**src/rtl/ws2812_pkg.sv**
```systemverilog
// Shared constants and FSM state type for the WS2812 pixel feeder.
package ws2812_pkg;

    localparam int PIXEL_W = 24;

    localparam int G_MSB = 23;
    localparam int R_MSB = 15;
    localparam int B_MSB = 7;

    localparam int CLK_HZ = 50_000_000;

    typedef enum logic [1:0] {
        IDLE       = 2'd0,
        STREAM     = 2'd1,
        WAIT_LATCH = 2'd2
    } feeder_state_t;

endpackage

```
**src/rtl/ws2812_refresh_timer.sv**
```systemverilog
// Free-running refresh counter; tick marks the last count of each period.
module ws2812_refresh_timer
    import ws2812_pkg::*;
#(
    parameter int REFRESH_CYCLES = 833333
) (
    input  logic clk,
    input  logic rst_n,
    output logic tick
);

    localparam int CW = $clog2(REFRESH_CYCLES);
    localparam logic [CW-1:0] LAST = CW'(REFRESH_CYCLES - 1);

    logic [CW-1:0] count;

    // Count 0..REFRESH_CYCLES-1 and wrap.
    always_ff @(posedge clk or negedge rst_n) begin
        if (!rst_n) begin
            count <= '0;
        end else if (count == LAST) begin
            count <= '0;
        end else begin
            count <= count + CW'(1);
        end
    end

    assign tick = (count == LAST);

endmodule

```
**src/rtl/ws2812_pixel_feeder.sv**
```systemverilog
// Double-buffered pixel frame store streaming GRB pixels to the WS2812 encoder.
module ws2812_pixel_feeder
    import ws2812_pkg::*;
#(
    parameter int NUM_LEDS       = 4,
    parameter int AW             = 2,
    parameter int REFRESH_CYCLES = 833333
) (
    input  logic               clk,
    input  logic               rst_n,
    input  logic               wr_en,
    input  logic [AW-1:0]      wr_addr,
    input  logic [PIXEL_W-1:0] wr_data,
    input  logic               commit,
    output logic [PIXEL_W-1:0] px_data,
    output logic               px_valid,
    input  logic               px_ready,
    output logic               px_last,
    input  logic               latch_done,
    output logic               busy
);

    localparam logic [AW-1:0] LAST_IDX = AW'(NUM_LEDS - 1);
    localparam logic [AW:0]   NUM_W    = (AW + 1)'(NUM_LEDS);

    logic [PIXEL_W-1:0] bank_a [NUM_LEDS];
    logic [PIXEL_W-1:0] bank_b [NUM_LEDS];

    feeder_state_t      state, state_next;
    logic               front_sel;
    logic               commit_pend, refresh_pend;
    logic               tick;
    logic [AW-1:0]      pix_idx, next_idx;
    logic               start, advance, finish, swap;
    logic [PIXEL_W-1:0] start_pixel, next_pixel;
    logic               wr_ok;

    ws2812_refresh_timer #(
        .REFRESH_CYCLES(REFRESH_CYCLES)
    ) u_timer (
        .clk  (clk),
        .rst_n(rst_n),
        .tick (tick)
    );

    // FSM state register.
    always_ff @(posedge clk or negedge rst_n) begin
        if (!rst_n) begin
            state <= IDLE;
        end else begin
            state <= state_next;
        end
    end

    // Next-state and transfer-control decode.
    always_comb begin
        state_next = state;
        start      = 1'b0;
        advance    = 1'b0;
        finish     = 1'b0;
        case (state)
            IDLE: begin
                if (commit_pend || refresh_pend) begin
                    start      = 1'b1;
                    state_next = STREAM;
                end
            end
            STREAM: begin
                if (px_valid && px_ready) begin
                    if (pix_idx == LAST_IDX) begin
                        finish     = 1'b1;
                        state_next = WAIT_LATCH;
                    end else begin
                        advance = 1'b1;
                    end
                end
            end
            WAIT_LATCH: begin
                if (latch_done) begin
                    state_next = IDLE;
                end
            end
            default: state_next = IDLE;
        endcase
    end

    // Pixel fetch: pixel 0 comes from the post-swap front bank.
    always_comb begin
        swap        = start && commit_pend;
        next_idx    = (pix_idx == LAST_IDX) ? '0 : pix_idx + AW'(1);
        start_pixel = (front_sel ^ commit_pend) ? bank_b[0] : bank_a[0];
        next_pixel  = front_sel ? bank_b[next_idx] : bank_a[next_idx];
        wr_ok       = wr_en && ({1'b0, wr_addr} < NUM_W);
    end

    // Host writes into the back bank; front_sel=0 means bank A is the front.
    always_ff @(posedge clk or negedge rst_n) begin
        if (!rst_n) begin
            for (int unsigned i = 0; i < NUM_LEDS; i++) begin
                bank_a[i] <= '0;
                bank_b[i] <= '0;
            end
        end else if (wr_ok) begin
            if (front_sel) begin
                bank_a[wr_addr] <= wr_data;
            end else begin
                bank_b[wr_addr] <= wr_data;
            end
        end
    end

    // Request latching, buffer swap and output pixel register.
    always_ff @(posedge clk or negedge rst_n) begin
        if (!rst_n) begin
            commit_pend  <= 1'b0;
            refresh_pend <= 1'b0;
            front_sel    <= 1'b0;
            pix_idx      <= '0;
            px_data      <= '0;
            px_valid     <= 1'b0;
        end else begin
            // A request arriving in the decision cycle survives the clear.
            commit_pend  <= (commit_pend && !start) || commit;
            refresh_pend <= (refresh_pend && !start) || tick;
            if (swap) begin
                front_sel <= ~front_sel;
            end
            if (start) begin
                px_data  <= start_pixel;
                px_valid <= 1'b1;
                pix_idx  <= '0;
            end else if (advance) begin
                px_data <= next_pixel;
                pix_idx <= next_idx;
            end else if (finish) begin
                px_valid <= 1'b0;
            end
        end
    end

    assign px_last = px_valid && (pix_idx == LAST_IDX);
    assign busy    = (state != IDLE);

endmodule

```
**config.mk**
```make
export PLATFORM = sky130hd
export DESIGN_NAME = ws2812_pixel_feeder
export DESIGN_NICKNAME = d
export VERILOG_FILES = /design/src/rtl/ws2812_pkg.sv /design/src/rtl/ws2812_refresh_timer.sv /design/src/rtl/ws2812_pixel_feeder.sv
export SDC_FILE = /design/constraint.sdc
export NUM_CORES = 1
export LEC_CHECK = 0
export ABC_CLOCK_PERIOD_IN_PS = 2820
export CORE_MARGIN = 4
export CORE_UTILIZATION = 50
export DETAILED_ROUTE_END_ITERATION = 8
export MAX_ROUTING_LAYER = met4
export PLACE_DENSITY = 0.68
export SLEW_MARGIN = 20
export SYNTH_ARGS = -nofsm -noshare
export SYNTH_HDL_FRONTEND = slang
export SYNTH_SLANG_ARGS = --single-unit
```
**constraint.sdc**
```tcl
create_clock -name clk -period 2.82 [get_ports clk]
set_clock_uncertainty 0.05 [all_clocks]
set_input_delay 0.564 -clock clk [delete_from_list [all_inputs] [get_ports clk]]
set_output_delay 0.564 -clock clk [all_outputs]
set_load 0.01 [all_outputs]
```
==> results.sh <==
export IMPL_antenna_cells=0
export IMPL_critical_path_n_buffers_inverters=2
export IMPL_reg2reg_to="px_data[20]"
export IMPL_ctsRootBufferMaster="clkbuf_16"
export IMPL_path_cells="ha_1 > buf_6 > and2_1 > clkdlybuf4s50_1"
export IMPL_area_sequential_um2=6110
export IMPL_yosys_warnings=0
export IMPL_clock_latency_ns=0.54
export IMPL_avgViaCountPerCell=6.04
export IMPL_die_w_um=159
export IMPL_num_nets_final=921
export IMPL_yosys_top_cells_area="dfrtp_1, mux2_2, mux4_2"
export IMPL_dieHeight_um=159
export IMPL_syn_area_per_cell_um2=13.7
export IMPL_route_met3_wl_um=1140
export IMPL_yosys_cell_count_top_type="dfrtp_1"
export IMPL_ys_seq_area_share_pct=53.7
export IMPL_power_leakage_nw=5.68
export IMPL_numClockSinks=244
export IMPL_area_growth_syn_to_layout_pct=18.2
export IMPL_drive_gt1_share_pct=34.0
export IMPL_multi_input_comb_area_um2=5000
export IMPL_synth_nets=862
export IMPL_drt_pre_antenna_iters=5
export IMPL_vdd_drop_max_mv=0.542
export IMPL_globalRoute_totalOverflow=0
export IMPL_synth_lib_cells_used_distinct=44
export IMPL_timing_setup_critical_path_class="reg2out"
export IMPL_required_ns=2.21
export IMPL_route_detailed_wl_per_inst_um=22.4
export IMPL_tightest_slew_ns=0.887
export IMPL_grt_antenna_before_repair=0
export IMPL_detail_route_antenna_nets=0
export IMPL_crit_arrival_ns=2.09
export IMPL_portBuffers=58
export IMPL_final_min_clock_period_ns=2.70
export IMPL_topRoutingLayerUsed="met4"
export IMPL_vias_in_the_first_global_route=7892
export IMPL_drt_iter0_markers=408
export IMPL_cts_buffer_depth=3
export IMPL_dominantRegCellSynth="dfrtp_1"
export IMPL_fp_dieArea_um2=25200
export IMPL_syn_instance_count=827
export IMPL_cts_setup_buffers=0
export IMPL_synth_seq_cells=244
export IMPL_initial_core_util_pct=51.4
export IMPL_synth_async_sr_flop_share_pct=100
export IMPL_critPathMaxStageDelay_ns=0.54
export IMPL_drv_slew=0
export IMPL_timing_final_setup_violations=0
export IMPL_max_clock_freq_ghz=0.370
export IMPL_timing_max_cap_violations=0
export IMPL_vias=7172
export IMPL_totalWireLength_um=26600
export IMPL_r2r_start="front_sel"
export IMPL_min_from="u_timer.count[19]"
export IMPL_grt_first_pass_wirelength_um=43800
export IMPL_worstRegToRegCells=5
export IMPL_path_max_fanout=28
export IMPL_setup_reg_to_reg_worst_slack_ns=0.43
export IMPL_cts_inserted_buffers=27
export IMPL_worst_setup_hold_path_clk_slew_ns=0.06
export IMPL_status="finished clean"
export IMPL_detail_route_wirelength_met1_um=11900
export IMPL_gp_routability_congestion=0.786
export IMPL_timing_hold_worst_class="reg2reg"
export IMPL_detail_route_drc_violations=0
export IMPL_final_min_period_over_clock_period_pct=95.9
export IMPL_row_count=54
export IMPL_fillerInstances=1661
export IMPL_detailedPlacementHpwl_um=16200
export IMPL_boundaryPins=59
export IMPL_design_core_area_um2=22100
export IMPL_synth_top_cells_by_count="dfrtp_1, mux2_2, mux2i_1"
export IMPL_grt_total_usage_pct=21.8
export IMPL_cts_tree="built"
export IMPL_cpLargestDelayFamily="buffers and inverters"
export IMPL_wl_met2_um=13100
export IMPL_synth_top_cell_area_share_pct=53.7
export IMPL_utilization_pct=60.8
export IMPL_timing_final_hold_violations=0
export IMPL_yosysTopAreaCell="dfrtp_1"
export IMPL_synth_enable_flop_cells=0
export IMPL_grt_max_degree=86
export IMPL_slew_headroom_pct=40.8
export IMPL_worst_path_max_delay_cell="clkdlybuf4s50_1"
export IMPL_rsz0062_at_grt="no"
export IMPL_startpoint_type_of_the_worst_setup_path="flip-flop"
export IMPL_cellPowerDensity_nw_per_um2=1200
export IMPL_htreeDepth=1
export IMPL_timing_hold_worst_path_depth=1
export IMPL_worst_setup_path_end_kind="primary output"
export IMPL_finalSetupTns_ns=0
export IMPL_timing_hold_worst_endpoint="u_timer.count[19]"
export IMPL_post_synth_instance_area_um2=11400
through the flow:
step                instances  hold slack, ns  instance area [µm²]  total power, W  setup slack [ns]
floorplan                 827           0.218                11400          0.0103             0.748
global placement         1136           0.411                12400          0.0121             0.403
detailed placement       1136           0.411                12400          0.0125             0.332
CTS                      1187           0.427                13400          0.0163            0.0550
global route             1187           0.462                13400          0.0171           0.00514
finish                   1187           0.422                13400          0.0161             0.115
kinds of logic after synthesis:
logic type / synth area share [%]
compound gates: 5.85
xor+xnor: 1.39
buf+inv: 2.75
fa+ha+maj: 0.330
mux: 28.4
flops: 53.7
simple gates: 7.57
area by class of cell:
cell class | count | share of cell area (%)
multi-input combinational | 517 | 37.2
clock buffer | 40 | 6.29
clock inverter | 10 | 0.959
tap | 280 | 2.61
timing repair buffer | 89 | 7.26
sequential | 244 | 45.5
inverter | 7 | 0.196
repair_timing:
action,in CTS,in global routing
hold buffers,1,0
gates resized for setup,0,1
hold endpoints to repair,37,0
setup endpoints to repair,0,1
report_power, final:
group / internal [W] / switching, W / leakage, nW
Sequential: 0.00512 / 0.000967 / 2.95
Clock: 0.00234 / 0.00141 / 0.491
Combinational: 0.00344 / 0.00286 / 2.24
worst max-delay path by stage:
stage / startpoint / endpoint / slack, ns / depth (start not counted)
final: pix_idx[0] / px_last / 0.12 / 4
after global routing: pix_idx[0] / px_last / 0.005 / 4
after CTS: pix_idx[0] / px_last / 0.05 / 4
after detailed placement: px_ready / px_data[9] / 0.33 / 6
after global placement: px_ready / px_data[22] / 0.40 / 6
after floorplan: pix_idx[0] / px_data[4] / 0.75 / 6
state kept, by name, indices dropped and copies added (netlist names):
register       cells
state              2
refresh_pend       1
commit_pend        1
bank_a            96
u_timer.count     20
bank_b            96
px_valid           1
px_data           24
pix_idx            2
front_sel          1
cell usage in the layout (no fill, tap or decap), types with 2 or more instances in the layout:
| cell | count |
|---|---|
| dfrtp_1 | 244 |
| mux2_2 | 192 |
| clkdlybuf4s50_1 | 57 |
| mux2i_1 | 52 |
| nand3_1 | 36 |
| clkbuf_16 | 27 |
| nor2b_1 | 26 |
| mux4_2 | 24 |
| a211o_1 | 22 |
| o221ai_1 | 22 |
| nor3b_1 | 22 |
| a211oi_1 | 22 |
| buf_4 | 17 |
| nor2_1 | 16 |
| xnor2_1 | 13 |
| clkbuf_8 | 12 |
| buf_12 | 12 |
| o21ai_0 | 9 |
| nand2_1 | 8 |
| inv_1 | 7 |
| nand4_1 | 6 |
| clkinv_2 | 6 |
| nor3_1 | 5 |
| xor2_1 | 4 |
| and3_1 | 3 |
| nand4b_1 | 3 |
| nand2b_1 | 3 |
| ha_1 | 3 |
| bufinv_16 | 3 |
| nor4b_1 | 2 |
| nor3b_4 | 2 |
| a221o_1 | 2 |
| o22a_1 | 2 |
| o21ai_1 | 2 |
metal layers:
layer / global-route usage [%] / up-vias
li1: - / 3196
met1: 30.0 / 3762
met2: 35.2 / 170
met3: 2.93 / 44
met4: 5.13 / 0
met5: - / -
Power figures use the tool's default switching activity.
